File: src/rtl/opcode_exec_pkg.sv
// rtl/opcode_exec_pkg.sv - opcode field layout, function codes, operand encodings and FSM states
package opcode_exec_pkg;

    // Opcode field positions and widths
    localparam int FN_LSB  = 0;
    localparam int FN_W    = 4;
    localparam int DST_LSB = 4;
    localparam int DST_W   = 2;
    localparam int SRC_LSB = 6;
    localparam int SRC_W   = 3;
    localparam int RSV_LSB = 9;
    localparam int RSV_W   = 3;
    localparam int OP_BITS = 12;

    // Function codes
    localparam logic [3:0] FN_ADD  = 4'd0;
    localparam logic [3:0] FN_SUB  = 4'd1;
    localparam logic [3:0] FN_AND  = 4'd2;
    localparam logic [3:0] FN_SHL  = 4'd3;
    localparam logic [3:0] FN_SHR  = 4'd4;
    localparam logic [3:0] FN_NEG  = 4'd5;
    localparam logic [3:0] FN_MOVE = 4'd6;
    localparam logic [3:0] FN_NOP  = 4'd7;
    localparam logic [3:0] FN_CLR  = 4'd8;
    localparam logic [3:0] FN_MUL  = 4'd9;

    // Destination encodings
    localparam logic [1:0] DST_A   = 2'd0;
    localparam logic [1:0] DST_B   = 2'd1;
    localparam logic [1:0] DST_C   = 2'd2;
    localparam logic [1:0] DST_BAD = 2'd3;

    // Source encodings
    localparam logic [2:0] SRC_X    = 3'd0;
    localparam logic [2:0] SRC_Y    = 3'd1;
    localparam logic [2:0] SRC_AOUT = 3'd2;
    localparam logic [2:0] SRC_BOUT = 3'd3;
    localparam logic [2:0] SRC_COUT = 3'd4;

    // Multiplier operand width (low byte of B and C)
    localparam int MUL_OPND_W = 8;

`ifdef OPCODE_EXEC_MUL_EN
    typedef enum logic [1:0] {
        ST_IDLE     = 2'd0,
        ST_MUL_RUN  = 2'd1,
        ST_MUL_DONE = 2'd2
    } state_e;
`else
    typedef enum logic [1:0] {
        ST_IDLE = 2'd0
    } state_e;
`endif

    // Field-level legality shared by every function code
    function automatic logic fields_legal(input logic [1:0] dst, input logic [2:0] src,
                                          input logic [2:0] rsv);
        return (rsv == 3'd0) && (dst != DST_BAD) && (src <= SRC_COUT);
    endfunction

endpackage

File: src/rtl/opcode_exec_mul.sv
// rtl/opcode_exec_mul.sv - iterative signed 8x8 shift-add multiplier, one partial product per cycle
module opcode_exec_mul
    import opcode_exec_pkg::*;
#(
    parameter int W = 16
) (
    input  logic                  clk,
    input  logic                  rst,
    input  logic                  start,
    input  logic [MUL_OPND_W-1:0] mcand,
    input  logic [MUL_OPND_W-1:0] mplier,
    output logic                  busy,
    output logic                  last,
    output logic [W-1:0]          result
);

    logic [W-1:0]          acc;
    logic [W-1:0]          mc_sh;
    logic [MUL_OPND_W-1:0] mp_sh;
    logic [2:0]            step;
    logic                  run;
    logic [W-1:0]          addend;

    // The multiplier's top bit carries weight -2^7, so the last partial product is subtracted
    always_comb begin
        addend = '0;
        if (mp_sh[0])
            addend = (step == 3'd7) ? (~mc_sh + 1'b1) : mc_sh;
    end

    // result already includes the current step, so it is final while last is high
    assign result = acc + addend;
    assign busy   = run;
    assign last   = run && (step == 3'd7);

    // Load operands on start, then one shift-add step per cycle for eight cycles
    always_ff @(posedge clk or posedge rst) begin
        if (rst) begin
            acc   <= '0;
            mc_sh <= '0;
            mp_sh <= '0;
            step  <= '0;
            run   <= 1'b0;
        end else if (start) begin
            acc   <= '0;
            mc_sh <= {{(W-MUL_OPND_W){mcand[MUL_OPND_W-1]}}, mcand};
            mp_sh <= mplier;
            step  <= '0;
            run   <= 1'b1;
        end else if (run) begin
            acc   <= result;
            mc_sh <= mc_sh << 1;
            mp_sh <= mp_sh >> 1;
            step  <= step + 3'd1;
            if (step == 3'd7)
                run <= 1'b0;
        end
    end

endmodule

File: src/rtl/opcode_exec.sv
// rtl/opcode_exec.sv - opcode decoder/executor over A/B/C and Aout/Bout/Cout; MUL built only with OPCODE_EXEC_MUL_EN
module opcode_exec
    import opcode_exec_pkg::*;
#(
    parameter int W   = 16,
    parameter int OPW = 12
) (
    input  logic           clk,
    input  logic           rst,
    input  logic [OPW-1:0] opcode,
    input  logic           op_valid,
    output logic           op_ready,
    input  logic [W-1:0]   Mem_Dat_X,
    input  logic [W-1:0]   Mem_Dat_Y,
    output logic [W-1:0]   Aout,
    output logic [W-1:0]   Bout,
    output logic [W-1:0]   Cout,
    output logic           done,
    output logic           illegal
);

    logic [W-1:0] reg_a;
    logic [W-1:0] reg_b;
    logic [W-1:0] reg_c;
    logic         ready_en;
    state_e       state;
    state_e       state_next;

    logic [FN_W-1:0]  fn;
    logic [DST_W-1:0] dst;
    logic [SRC_W-1:0] src;
    logic [RSV_W-1:0] rsv;
    logic             fn_known;
    logic             op_legal;
    logic             is_mul;
    logic             accept;
    logic [W-1:0]     src_val;

    assign fn  = opcode[FN_LSB  +: FN_W];
    assign dst = opcode[DST_LSB +: DST_W];
    assign src = opcode[SRC_LSB +: SRC_W];
    assign rsv = opcode[RSV_LSB +: RSV_W];

`ifdef OPCODE_EXEC_MUL_EN
    assign fn_known = (fn <= FN_MUL);
`else
    assign fn_known = (fn <= FN_CLR);
`endif

    assign op_legal = fn_known && fields_legal(dst, src, rsv);
    assign accept   = op_valid && op_ready;

`ifdef OPCODE_EXEC_MUL_EN
    logic         mul_start;
    logic         mul_busy;
    logic         mul_last;
    logic [W-1:0] mul_result;

    assign is_mul    = op_legal && (fn == FN_MUL);
    assign mul_start = accept && is_mul;

    opcode_exec_mul #(.W(W)) u_mul (
        .clk    (clk),
        .rst    (rst),
        .start  (mul_start),
        .mcand  (reg_b[MUL_OPND_W-1:0]),
        .mplier (reg_c[MUL_OPND_W-1:0]),
        .busy   (mul_busy),
        .last   (mul_last),
        .result (mul_result)
    );
`else
    assign is_mul = 1'b0;
`endif

    // MOVE source select; output registers are read before this edge's updates
    always_comb begin
        src_val = '0;
        case (src)
            SRC_X:    src_val = Mem_Dat_X;
            SRC_Y:    src_val = Mem_Dat_Y;
            SRC_AOUT: src_val = Aout;
            SRC_BOUT: src_val = Bout;
            SRC_COUT: src_val = Cout;
            default:  src_val = '0;
        endcase
    end

    // FSM state register
    always_ff @(posedge clk or posedge rst) begin
        if (rst)
            state <= ST_IDLE;
        else
            state <= state_next;
    end

    // FSM next state: only a legal MUL leaves IDLE
    always_comb begin
        state_next = state;
`ifdef OPCODE_EXEC_MUL_EN
        case (state)
            ST_IDLE:     if (accept && is_mul) state_next = ST_MUL_RUN;
            ST_MUL_RUN:  if (mul_last)         state_next = ST_MUL_DONE;
            ST_MUL_DONE:                       state_next = ST_IDLE;
            default:                           state_next = ST_IDLE;
        endcase
`else
        state_next = ST_IDLE;
`endif
    end

    // FSM outputs: ready only in IDLE once reset has been released for an edge
    always_comb begin
        op_ready = ready_en && (state == ST_IDLE);
`ifdef OPCODE_EXEC_MUL_EN
        op_ready = ready_en && (state == ST_IDLE) && !mul_busy;
`endif
    end

    // Register file, result registers, done pulse and sticky illegal flag
    always_ff @(posedge clk or posedge rst) begin
        if (rst) begin
            reg_a    <= '0;
            reg_b    <= '0;
            reg_c    <= '0;
            Aout     <= '0;
            Bout     <= '0;
            Cout     <= '0;
            done     <= 1'b0;
            illegal  <= 1'b0;
            ready_en <= 1'b0;
        end else begin
            ready_en <= 1'b1;
            done     <= 1'b0;
            if (accept && !is_mul) begin
                done <= 1'b1;
                if (!op_legal) begin
                    illegal <= 1'b1;
                end else begin
                    case (fn)
                        FN_ADD:  Aout <= reg_a + reg_c;
                        FN_SUB:  Aout <= reg_a - reg_c;
                        FN_AND:  Aout <= reg_b & {W{reg_c[0]}};
                        FN_SHL:  Bout <= reg_b << 1;
                        FN_SHR:  Cout <= $signed(reg_c) >>> 1;
                        FN_NEG:  Bout <= ~reg_b + 1'b1;
                        FN_MOVE: begin
                            case (dst)
                                DST_A:   reg_a <= src_val;
                                DST_B:   reg_b <= src_val;
                                DST_C:   reg_c <= src_val;
                                default: ;
                            endcase
                        end
                        FN_CLR: begin
                            reg_a <= '0;
                            reg_b <= '0;
                            reg_c <= '0;
                            Aout  <= '0;
                            Bout  <= '0;
                            Cout  <= '0;
                        end
                        default: ;
                    endcase
                end
            end
`ifdef OPCODE_EXEC_MUL_EN
            if ((state == ST_MUL_RUN) && mul_last) begin
                Aout <= mul_result;
                done <= 1'b1;
            end
`endif
        end
    end

endmodule

File: config.mk
export PLATFORM = sky130hd
export DESIGN_NAME = opcode_exec
export DESIGN_NICKNAME = d
export VERILOG_FILES = /design/src/rtl/opcode_exec_pkg.sv /design/src/rtl/opcode_exec_mul.sv /design/src/rtl/opcode_exec.sv
export SDC_FILE = /design/constraint.sdc
export NUM_CORES = 1
export LEC_CHECK = 0
export BUFFER_PORTS_ARGS = -buffer_cell sky130_fd_sc_hd__buf_2
export CAP_MARGIN = 20
export CORE_MARGIN = 1.5
export CORE_UTILIZATION = 39
export DETAILED_ROUTE_END_ITERATION = 8
export SKIP_CTS_REPAIR_TIMING = 1
export SLEW_MARGIN = 20
export SYNTH_ARGS = -nofsm -noshare
export SYNTH_HDL_FRONTEND = slang
export SYNTH_HIERARCHICAL = 1
export SYNTH_SLANG_ARGS = --single-unit
File: constraint.sdc
create_clock -name clk -period 7.4 [get_ports clk]
set_clock_uncertainty 0.2 [all_clocks]
set_input_delay 1.11 -clock clk [delete_from_list [all_inputs] [get_ports clk]]
set_output_delay 1.11 -clock clk [all_outputs]
set_load 0.03 [all_outputs]
Word level (Yosys, flattened, before mapping)
Index checks and enable logic that the tools add are counted.
{ "totals": {"elab_cells": 64, "in_bits": 47, "register_bits": 99, "out_inout_bits": 51} }
{ "classes": {"muxes": 11, "n_addsub": 3, "n_lt_le_gt_ge": 2, "eq_ne": 17, "reduce_logical": 19, "bitwise_logic": 3} }
{ "op_table": {"columns": ["operator", "count"], "rows": [
  ["$pmux 16 s2", 4],
  ["$pmux 16 s5", 1],
  ["$pmux 16 s4", 1],
  ["$mux 16", 3],
  ["$pmux 16 s3", 1],
  ["$add 16x1->16 const B", 1],
  ["$add 16x16->16", 1],
  ["$and 16x16->16", 1],
  ["$not 16->16", 1],
  ["$sub 16x16->16", 1],
  ["$eq 4x3->1 const B", 3],
  ["$reduce_and 4->1", 3],
  ["$reduce_and 3->1", 3],
  ["$eq 4x2->1 const B", 2],
  ["$eq 3x2->1 const B", 2],
  ["$logic_not 3->1", 2],
  ["$eq 4x1->1 const B", 1],
  ["$eq 4x4->1 const B", 1],
  ["$le 4x4->1 const B", 1],
  ["$logic_and 1x1->1", 4],
  ["$logic_not 4->1", 1],
  ["$ne 2x1->1 const B", 2],
  ["$ne 2x2->1 const B", 2],
  ["$reduce_bool 2->1", 2],
  ["11 further kinds", 11]
]} }

Depth between registers and ports, before layout
Gate-level depths: netlist of run 1.
{ "depth": {"ltp_word": 6, "ltp_mapped": 13} }

Worst setup path after synthesis of run 1
Ideal clock, no wire load.
{ "synth_path": {"path_type": "input-to-reg", "startpoint": "input opcode[2]", "endpoint": "register Aout[15]", "n_path_buf": 2, "cell_stages": 11, "path_slack_ns": 3.254, "arrival_time_ns": 3.803, "t_required_ns": 7.058, "cell_sequence": "buf_2 -> nor3_1 -> clkbuf_1 -> mux2i_1 -> ha_1 -> nor2b_1 -> o31a_1 -> o311ai_0 -> a21oi_1 -> xnor2_1 -> o221ai_1"} }
{ "synth_via": {"elab_chain_cells": 3} }
{ "synth_lines": {"columns": ["element", "line_no", "source"], "rows": [
  ["start, declared", "opcode_exec.sv:10", "input logic [OPW-1:0] opcode,"],
  ["$le 4x4->1 (tied with other cells)", "opcode_exec.sv:47", "assign fn_known = (fn <= FN_CLR);"],
  ["$logic_and 1x1->1 or $reduce_bool 4->1 (tied branches)", null, null],
  ["$reduce_and 3->1 (no line)", null, null],
  ["end signal, assigned", "opcode_exec.sv:141", "FN_ADD: Aout <= reg_a + reg_c;"],
  ["end signal, assigned", "opcode_exec.sv:142", "FN_SUB: Aout <= reg_a - reg_c;"],
  ["end signal, assigned", "opcode_exec.sv:143", "FN_AND: Aout <= reg_b & {W{reg_c[0]}};"],
  ["end, declared", "opcode_exec.sv:15", "output logic [W-1:0] Aout,"]
]} }
Parallel ways exist; a longest one is shown, timed or not.
A chain may end at the register's enable or synchronous reset.

Final worst setup path of run 1
{ "layout_path": {"startpoint": "input opcode[0]", "endpoint": "register Aout[15]"} }
The elaborated chain is that of the path after synthesis.

==> results of run 1 <==
==> critical path: stages <==
cell and delay, ns:
buf_2 0.26, nand2b_1 0.16, nor3_1 0.24, buf_4 0.26, mux2i_1 0.31, ha_1 0.28
nor2b_1 0.14, o31a_1 0.28, o311ai_0 0.55, a21oi_1 0.17, xnor2_1 0.22, o221ai_1 0.13
==> power by group <==
part	total, mW	switching (mW)	internal, mW
combinational	0.156	0.103	0.0528
sequential	0.563	0.0150	0.548
clock	0.433	0.200	0.232
==> metrics by stage <==
step	hold WS, ns	instances	utilization [%]	cell area [um^2]
floorplan	0.256	660	-	6180
global placement	0.242	931	44.6	6830
detailed placement	0.267	931	44.6	6830
CTS	0.282	945	46.3	7090
global route	0.303	945	46.4	7100
finish	0.289	945	46.4	7100
==> logic make-up (layout without fill, tap and decap cells) <==
logic type / Yosys count / in the layout / synth area share [%]
flip-flops: 98 / 98 / 39.7
XOR/XNOR: 30 / 30 / 4.25
AND/OR/NAND/NOR: 171 / 171 / 13.7
adder cells (fa/ha/maj): 19 / 19 / 3.93
multiplexers: 62 / 62 / 11.1
AO/OA/AOI/OAI: 205 / 205 / 22.4
buffers and inverters: 74 / 148 / 4.86
other: 1 / 1 / 0.0607
==> sequential cells by signal (all words and copies together), names as in the netlist <==
signal and flops:
Aout 16, Bout 16, Cout 15, done 1, illegal 1, ready_en 1
reg_a 16, reg_b 16, reg_c 16
==> area by class of cell <==
type | instances | area (um^2)
clock buffer | 11 | 243
fill | 1471 | 8210
multi-input combinational | 488 | 3480
timing repair buffer | 102 | 523
sequential | 98 | 2450
clock inverter | 3 | 17.5
tap | 211 | 264
inverter | 32 | 123
==> cell usage after synthesis (all sizes together), types with 2 or more instances <==
cell     count  area share (%)
clkbuf      24             1.5
a21o         9             1.1
nand4        2            0.30
a2111oi      2            0.69
nor4         7            0.95
or4          2            0.24
o21bai       3            0.36
nand3       17             1.4
o22a        15             2.1
nand2       62             3.8
a21oi       29             2.4
o31ai        3            0.45
inv         32             1.9
and4         2            0.28
buf         18             1.5
ha          17             3.4
a2bb2oi      2            0.28
o211a        2            0.32
a22oi       45             5.5
nand2b       9             1.0
nand3b       5            0.61
a32oi        3            0.43
o221ai       6            0.85
o31a         3            0.43
o211ai       2            0.24
and3b        2            0.28
and3         2            0.20
xor2         6            0.85
mux2i        8             1.3
a31oi        4            0.41
mux2        54             9.8
or3          4            0.41
nor2        37             2.3
xnor2       24             3.4
o21ai       66             5.3
dfrtp       98              40
nor2b        4            0.41
o21a         2            0.24
nor3        11            0.89
==> worst max path at each step <==
stage	startpoint	endpoint	slack [ns]	depth (start not counted)
finish	opcode[0]	Aout[15]$_DFFE_PP0P_	3.27	12
global route	opcode[0]	Aout[15]$_DFFE_PP0P_	3.03	12
CTS	opcode[0]	Aout[15]$_DFFE_PP0P_	3.30	12
detailed placement	opcode[0]	Aout[15]$_DFFE_PP0P_	2.94	12
global placement	opcode[0]	Aout[15]$_DFFE_PP0P_	3.00	12
floorplan	opcode[2]	Aout[15]$_DFFE_PP0P_	3.25	11
==> layer usage <==
layer	up-vias	share of wire, %	global-route usage, %
met5	-	0	0
met4	0	1.2	6.48
met3	17	4.3	3.12
met2	140	46	36.3
met1	2596	49	32.6
li1	2550	-	-
==> reports/results.tsv, run 1 <==
metric	value	unit
status	complete, no violations	
rows	45	
drtIter0Drc	327	
cap_violations	0	
hold_viol	0	
grt_pass1_wl	28.8	mm
cts.clk_slew.worst_paths	0.07	ns
start_kind	input pin	
totalWireLength	18.2	mm
die_area	16600	um^2
grt_pass1_vias	5132	
timing.rr.end	Aout[14]$_DFFE_PP0P_	
hold_start	illegal$_DFFE_PP0P_	
seq_area_frac_synth	39.7	%
critPathMaxFanout	15	
wire_per_inst	19.3	um
vias_per_cell	5.61	
drt_pass1_iterations	5	
ioPinCount	98	
setup-violations-final	0	
chipWidth	129	um
synthFlopType	dfrtp_1	
synth_nets	725	
start_util	40.3	%
crit_arrival	4.11	ns
cts_max_level	3	
p_leak	3.31	nW
finalCritPeriodShare	55.8	%
synth-async-reset-ratio	100	%
setup_tns	0	ns
antenna_found_initial	0	
rsz0062_at_grt	false	
grt.total_usage	22.8	%
clock_latency	0.35	ns
yosysWarningCount	6	
rr_startpoint	reg_c[4]$_DFFE_PP0P_	
layout_min_cycle_time	4.13	ns
cts_tree	done	
fp.dieH	129	um
cts_buffer_depth	2	
endpoint_kind	flip-flop	
min_to	illegal$_DFFE_PP0P_	
p_per_area	162	nW/um^2
min_path_cells	1	
layout_common_cells	dfrtp_1 (98), buf_2 (97), nand2_1 (62)	
ant_nets	0	
ys_ff_latch	98	
grt_max_degree	71	
slew_headroom	28.7	%
nNetsFinal	796	
setup_ws	3.27	ns
ir_worst_vdd	107	uV
timing.fmax	0.242	GHz
syn2layout_area_growth	15.0	%
core_area	15300	um^2
p_total	1.15	mW
ys_types	65	
hold_path.class	reg2reg	
synth-edff-count	0	
tightest_slew	1.07	ns
grt-ovfl-total	0	
rrSetupSlack	3.88	ns
io_buffers	97	
vias	5303	
final_common_cell	dfrtp_1	
n_antenna_cell	0	
rr_worst_depth	11	
final_layout_size_suffix_gt1_share	25.2	%
numCtsBuffers	9	
cts-root-buf	clkbuf_16	
route.detailed.drc	0	
cts.sinks	98	
pre_cts_ws	2.94	ns
syn_area_per_cell	9.36	um^2
path_class	in2reg	
netlist_area	6180	um^2
gp_congestion	0.867	
synthCells	660	
hpwl	14.1	mm
cp_data_required_time	7.38	ns
drv_slew	0	
No activity file was read; power rests on OpenSTA's default activity.
==> run 2: changes to the inputs <==
--- a/config.mk
+++ b/config.mk
@@ -5,6 +5,7 @@
 export SDC_FILE = /design/constraint.sdc
 export NUM_CORES = 1
 export LEC_CHECK = 0
+export ABC_AREA = 1
 export BUFFER_PORTS_ARGS = -buffer_cell sky130_fd_sc_hd__buf_2
 export CAP_MARGIN = 20
 export CORE_MARGIN = 1.5
==> constraint.sdc (replaced) <==
create_clock -name clk -period 3.6 [get_ports clk]
set_clock_uncertainty 0.2 [all_clocks]
set_input_delay 0.54 -clock clk [delete_from_list [all_inputs] [get_ports clk]]
set_output_delay 0.54 -clock clk [all_outputs]
set_load 0.03 [all_outputs]
==> reports/results.tsv, run 2 <==
metric	value	unit	change
p_total	2.86	mW	+150%
io_buffers	97		unchanged
numCtsBuffers	9		unchanged
cts.sinks	98		unchanged
totalWireLength	19.0	mm	+4.3%
synth_nets	918		+27%
yosysWarningCount	6		unchanged
timing.rr.end	Aout[15]$_DFFE_PP0P_		
ant_nets	0		unchanged
gp_congestion	0.927		+6.9%
rows	45		unchanged
wire_per_inst	16.5	um	-14%
syn2layout_area_growth	15.6	%	
fp.dieH	129	um	-0.25%
vias_per_cell	5.13		-8.5%
layout_common_cells	nand2_1 (253), dfrtp_1 (98), buf_2 (97)		
grt_pass1_vias	5572		+8.6%
synthFlopType	dfrtp_1		
hpwl	14.9	mm	+5.4%
start_kind	flip-flop		
ioPinCount	98		unchanged
syn_area_per_cell	7.20	um^2	-23%
synth.most_common_cell	nand2_1		
rrSetupSlack	0.52	ns	-3.36 ns
synthCells	853		+29%
hold_path.class	in2async		
final_common_cell	nand2_1		
layout_min_cycle_time	3.08	ns	
synth_top_area_share	39.9	%	+0.20 points
cap_violations	0		unchanged
status	complete, no violations		
netlist_area	6140	um^2	-0.51%
final_layout_size_suffix_gt1_share	15.3	%	-9.9 points
path_class	reg2reg		
antenna_found_initial	1		+1
nNetsFinal	1004		+26%
drv_slew	0		unchanged
cts_max_level	3		unchanged
synth-xor-area-share	2.28	%	-2.0 points
ys_ff_latch	98		unchanged
start_util	40.1	%	-0.20 points
synth_top_family_by_area	simple AND/OR/NAND/NOR gates		
hold_viol	0		unchanged
n_antenna_cell	0		unchanged
synth-edff-count	0		unchanged
cts_buffer_depth	2		unchanged
timing.fmax	0.324	GHz	
core_area	15300	um^2	unchanged
route.detailed.drc	0		unchanged
grt_max_degree	55		-23%
synthTopCellsByCount	nand2_1 (253), dfrtp_1 (98), inv_1 (89), o21ai_0 (72), a21oi_1 (63)		
netlist_top_cells_area	dfrtp_1 (40%), nand2_1 (15%), o21ai_0 (5.9%)		
cts.clk_slew.worst_paths	0.07	ns	about the same
grt.total_usage	24.3	%	+1.4 points
fill_cells	1621		+10%
tightest_slew	0.773	ns	-0.296 ns
yosysTopAreaCell	dfrtp_1		
setup-violations-final	0		unchanged
chipWidth	129	um	-0.25%
clock_latency	0.35	ns	about the same
synth-async-reset-ratio	100	%	unchanged
finalCritPeriodShare	85.6	%	
synthAdderAreaFrac	3.79	%	-0.14 points
p_leak	3.65	nW	+10%
cp_data_required_time	3.68	ns	-3.70 ns
rr_startpoint	reg_c[0]$_DFFE_PP0P_		
ys_types	42		-35%
die_area	16500	um^2	-0.50%
vias	5913		+12%
synth_compound_area_share	18.7	%	-3.7 points
p_per_area	403	nW/um^2	+150%
grt_pass1_wl	30.2	mm	+4.9%
ir_worst_vdd	226	uV	+110%
critPathMaxFanout	5		-10
rr_worst_depth	18		+7
synth-simple-area-share	26.9	%	+13 points
drtIter0Drc	454		+39%
seq_area_frac_synth	39.9	%	+0.20 points
synthMuxAreaShare	0	%	-11 points
endpoint_kind	flip-flop		
cts-root-buf	clkbuf_16		
setup_tns	0	ns	unchanged
slew_headroom	48.3	%	+20 points
cts_tree	done		
drt_pass1_iterations	5		unchanged
rsz0062_at_grt	false		
crit_arrival	3.16	ns	-0.95 ns
grt-ovfl-total	0		unchanged
run 2: critical path, stage by stage (launching register included):
cell	delay, ns
dfrtp_1	0.40
inv_1	0.12
ha_1	0.18
nand2_1	0.10
nor3_1	0.28
nand2_1	0.12
o21ai_0	0.20
xor2_1	0.11
ha_1	0.37
nand2_1	0.09
inv_1	0.10
nand2_1	0.09
nor3_1	0.20
nand2_1	0.08
nand2_1	0.06
nand3_1	0.06
nand2_1	0.06
nand2_1	0.05
a21oi_1	0.14
run 2: power breakdown:
group	switching, mW	internal (mW)	leakage [nW]
combinational	0.457	0.219	2.21
sequential	0.0339	1.14	1.29
clock	0.418	0.595	0.147
total	0.909	1.95	3.65
run 2: final cells by class:
class | instances | area (um^2) | area share [%]
clock inverter | 4 | 70.1 | 0.986
clock buffer | 9 | 225 | 3.17
multi-input combinational | 632 | 3190 | 44.9
sequential | 98 | 2450 | 34.5
tap | 211 | 264 | 3.72
inverter | 95 | 359 | 5.06
timing repair buffer | 103 | 543 | 7.64
run 2: routing by layer:
metal	part of all wire (%)	wire length [um]	track usage, %	vias to the layer above
li1	-	-	-	2981
met1	46	8660	32.9	2711
met2	46	8770	38.8	187
met3	4.8	911	3.24	32
met4	3.5	673	11.0	2
met5	0.058	11	0	-
run 2: how the worst max path moves through the flow:
stage | from | to | slack [ns] | depth (start not counted)
final | reg_c[0]$_DFFE_PP0P_ | Aout[15]$_DFFE_PP0P_ | 0.52 | 18
after global routing | reg_c[0]$_DFFE_PP0P_ | Aout[15]$_DFFE_PP0P_ | 0.16 | 19
after CTS | reg_c[0]$_DFFE_PP0P_ | Aout[15]$_DFFE_PP0P_ | 0.51 | 18
after floorplan | rst | Aout[0]$_DFFE_PP0P_ | 0.30 | 1
after detailed placement | opcode[0] | Aout[15]$_DFFE_PP0P_ | 0.28 | 18
after global placement | opcode[0] | Aout[15]$_DFFE_PP0P_ | 0.39 | 18
run 2: through the flow:
step | instance area (um^2) | hold WS [ns] | setup slack [ns] | instances | util [%]
floorplan | 6140 | 0.253 | 0.298 | 853 | -
global placement | 6800 | 0.243 | 0.393 | 1139 | 44.4
detailed placement | 6800 | 0.252 | 0.281 | 1139 | 44.4
CTS | 7100 | 0.0785 | 0.514 | 1152 | 46.3
global route | 7100 | 0.107 | 0.155 | 1152 | 46.4
finish | 7100 | 0.0582 | 0.517 | 1152 | 46.4
run 2: logic make-up (layout without fill, tap and decap cells):
group                    after synthesis  count (layout)
other                                  1               1
XOR/XNOR                              16              16
adder cells (fa/ha/maj)               18              18
flip-flops                            98              98
AND/OR/NAND/NOR                      389             389
AO/OA/AOI/OAI                        208             208
buffers and inverters                123             211
==> run 3: changes to the inputs <==
--- a/config.mk
+++ b/config.mk
@@ -6,7 +6,7 @@
 export NUM_CORES = 1
 export LEC_CHECK = 0
 export ABC_AREA = 1
-export BUFFER_PORTS_ARGS = -buffer_cell sky130_fd_sc_hd__buf_2
+export BUFFER_PORTS_ARGS = -buffer_cell sky130_fd_sc_hd__buf_4
 export CAP_MARGIN = 20
 export CORE_MARGIN = 1.5
 export CORE_UTILIZATION = 39
==> constraint.sdc (replaced) <==
create_clock -name clk -period 3.69 [get_ports clk]
set_clock_uncertainty 0.2 [all_clocks]
set_input_delay 0.5535 -clock clk [delete_from_list [all_inputs] [get_ports clk]]
set_output_delay 0.5535 -clock clk [all_outputs]
set_load 0.03 [all_outputs]
==> reports/results.tsv, run 3 (same netlist as run 2, synthesis figures left out) <==
metric	value	unit	change
start_util	40.1	%	unchanged
timing.fmax	0.335	GHz	+3.2%
max_stage_delay	0.39	ns	about the same
slowest_stage	dfrtp_1		
die_area	16500	um^2	unchanged
start_kind	flip-flop		
hold_path.class	in2async		
grt_pass1_vias	5758		+3.3%
drtIter0Drc	484		+6.6%
grt.total_usage	25.1	%	+0.81 points
post-route-util	48.1	%	+1.7 points
setup_tns	0	ns	unchanged
path_class	reg2reg		
status	complete, no violations		
ioPinCount	98		unchanged
finalCritPeriodShare	81.0	%	-4.7 points
cap_violations	0		unchanged
setup-violations-final	0		unchanged
placed_cell_area	7050	um^2	+3.7%
final_common_cell	nand2_1		
ir_worst_vdd	220	uV	-2.3%
final_cells	1156		+0.35%
worst_path_most_repeated_cell	nand2_1		
drt_pass1_iterations	5		unchanged
critPathMaxFanout	5		unchanged
final_layout_size_suffix_gt1_share	15.4	%	+0.15 points
worstPathCellList	inv_1 -> ha_1 -> nand2_1 -> nor3_1 -> nand2_1 -> o21ai_0 -> xor2_1 -> ha_1 -> a21oi_1 -> nand2_1 -> nand2_1 -> nand2_1 -> a21oi_1 -> nand2_1 -> nand2_1 -> nand2_1 -> a21oi_1		
cts_max_level	3		unchanged
rows	45		unchanged
drv_slew	0		unchanged
cts.clk_slew.worst_paths	0.07	ns	about the same
totalWireLength	19.6	mm	+3.1%
clock_latency	0.36	ns	about the same
wire_per_inst	17.0	um	+2.8%
final_cell_area	7360	um^2	+3.7%
p_leak	3.72	nW	+2.0%
n_antenna_cell	0		unchanged
vias_per_cell	5.16		+0.58%
route.detailed.drc	0		unchanged
slew_headroom	49.8	%	+1.5 points
endpoint_kind	flip-flop		
ant_nets	0		unchanged
cts_tree	done		
hold_viol	0		unchanged
cts-root-buf	clkbuf_16		
p_total	2.85	mW	-0.41%
grt-ovfl-total	0		unchanged
dp_cells	1141		+0.18%
layout_common_cells	nand2_1 (253), buf_4 (104), dfrtp_1 (98)		
p_per_area	387	nW/um^2	-3.9%
layout_min_cycle_time	2.99	ns	-0.0953 ns
fp.dieH	129	um	unchanged
crit_arrival	3.07	ns	-0.09 ns
cp_data_required_time	3.77	ns	+0.09 ns
syn2layout_area_growth	19.8	%	
io_buffers	97		unchanged
cts_buffer_depth	2		unchanged
chipWidth	129	um	unchanged
cts.sinks	98		unchanged
grt_pass1_wl	31.2	mm	+3.1%
nNetsFinal	1006		+0.20%
antenna_found_initial	0		-1
vias	5968		+0.93%
core_area	15300	um^2	unchanged
gp_congestion	0.961		+3.7%
rsz0062_at_grt	false		
grt_max_degree	59		+7.3%
numCtsBuffers	9		unchanged
tightest_slew	0.750	ns	-0.0228 ns
hpwl	15.4	mm	+3.3%
-- run 3: cell count changes in the layout (fill, tap and decap cells not counted), sizes merged --
cell / change
clkinv: -1
clkbuf: +1
clkinvlp: +2
buf: +2
-- run 3: worst max-delay path: cells and delay by family, from the launching register on --
kind / cells / cell delay [ns]
and+or+nand+nor: 9 / 0.92
AOI/OAI and AO/OA: 4 / 0.66
adders and majority gates: 2 / 0.47
DFF: 1 / 0.39
xor gates and xnor gates: 1 / 0.17
buffers and inverters: 1 / 0.10
-- run 3: layout make-up --
cell class	count	area [um^2]
Clock inverter	5	80.1
Tap cell	211	264
Clock buffer	10	229
Multi-Input combinational cell	632	3180
Inverter	95	359
Sequential cell	98	2450
Fill cell	1638	7950
Timing Repair Buffer	105	801
-- run 3: worst paths after layout --
check	startpoint	endpoint	slack, ns	cells past startpoint
worst max register to register	reg_c[0]$_DFFE_PP0P_	Aout[15]$_DFFE_PP0P_	0.70	17
worst max-delay path	reg_c[0]$_DFFE_PP0P_	Aout[15]$_DFFE_PP0P_	0.70	17
worst min-delay path	rst	Cout[3]$_DFFE_PP0P_	0.13	2
max in group asynchronous	rst	reg_b[9]$_DFFE_PP0P_	2.46	3
worst min register to register	illegal$_DFFE_PP0P_	illegal$_DFFE_PP0P_	0.26	1
min in group clk	illegal$_DFFE_PP0P_	illegal$_DFFE_PP0P_	0.26	1
-- run 3: per-stage QoR --
stage	hold slack [ns]	setup WS (ns)
floorplan	0.253	0.374
global placement	0.249	0.543
detailed placement	0.249	0.457
CTS	0.162	0.703
global route	0.202	0.268
finish	0.133	0.703
-- run 3: power breakdown --
group / switching, mW / internal [mW]
Clock: 0.424 / 0.590
Combinational: 0.448 / 0.244
Sequential: 0.0338 / 1.11
Total: 0.905 / 1.94
-- run 3: layer usage --
layer	vias to the layer above	track usage, %	wire, um
li1	2979	-	-
met1	2771	33.6	8810
met2	186	41.0	9250
met3	32	3.74	948
met4	0	9.72	613
met5	-	0	0
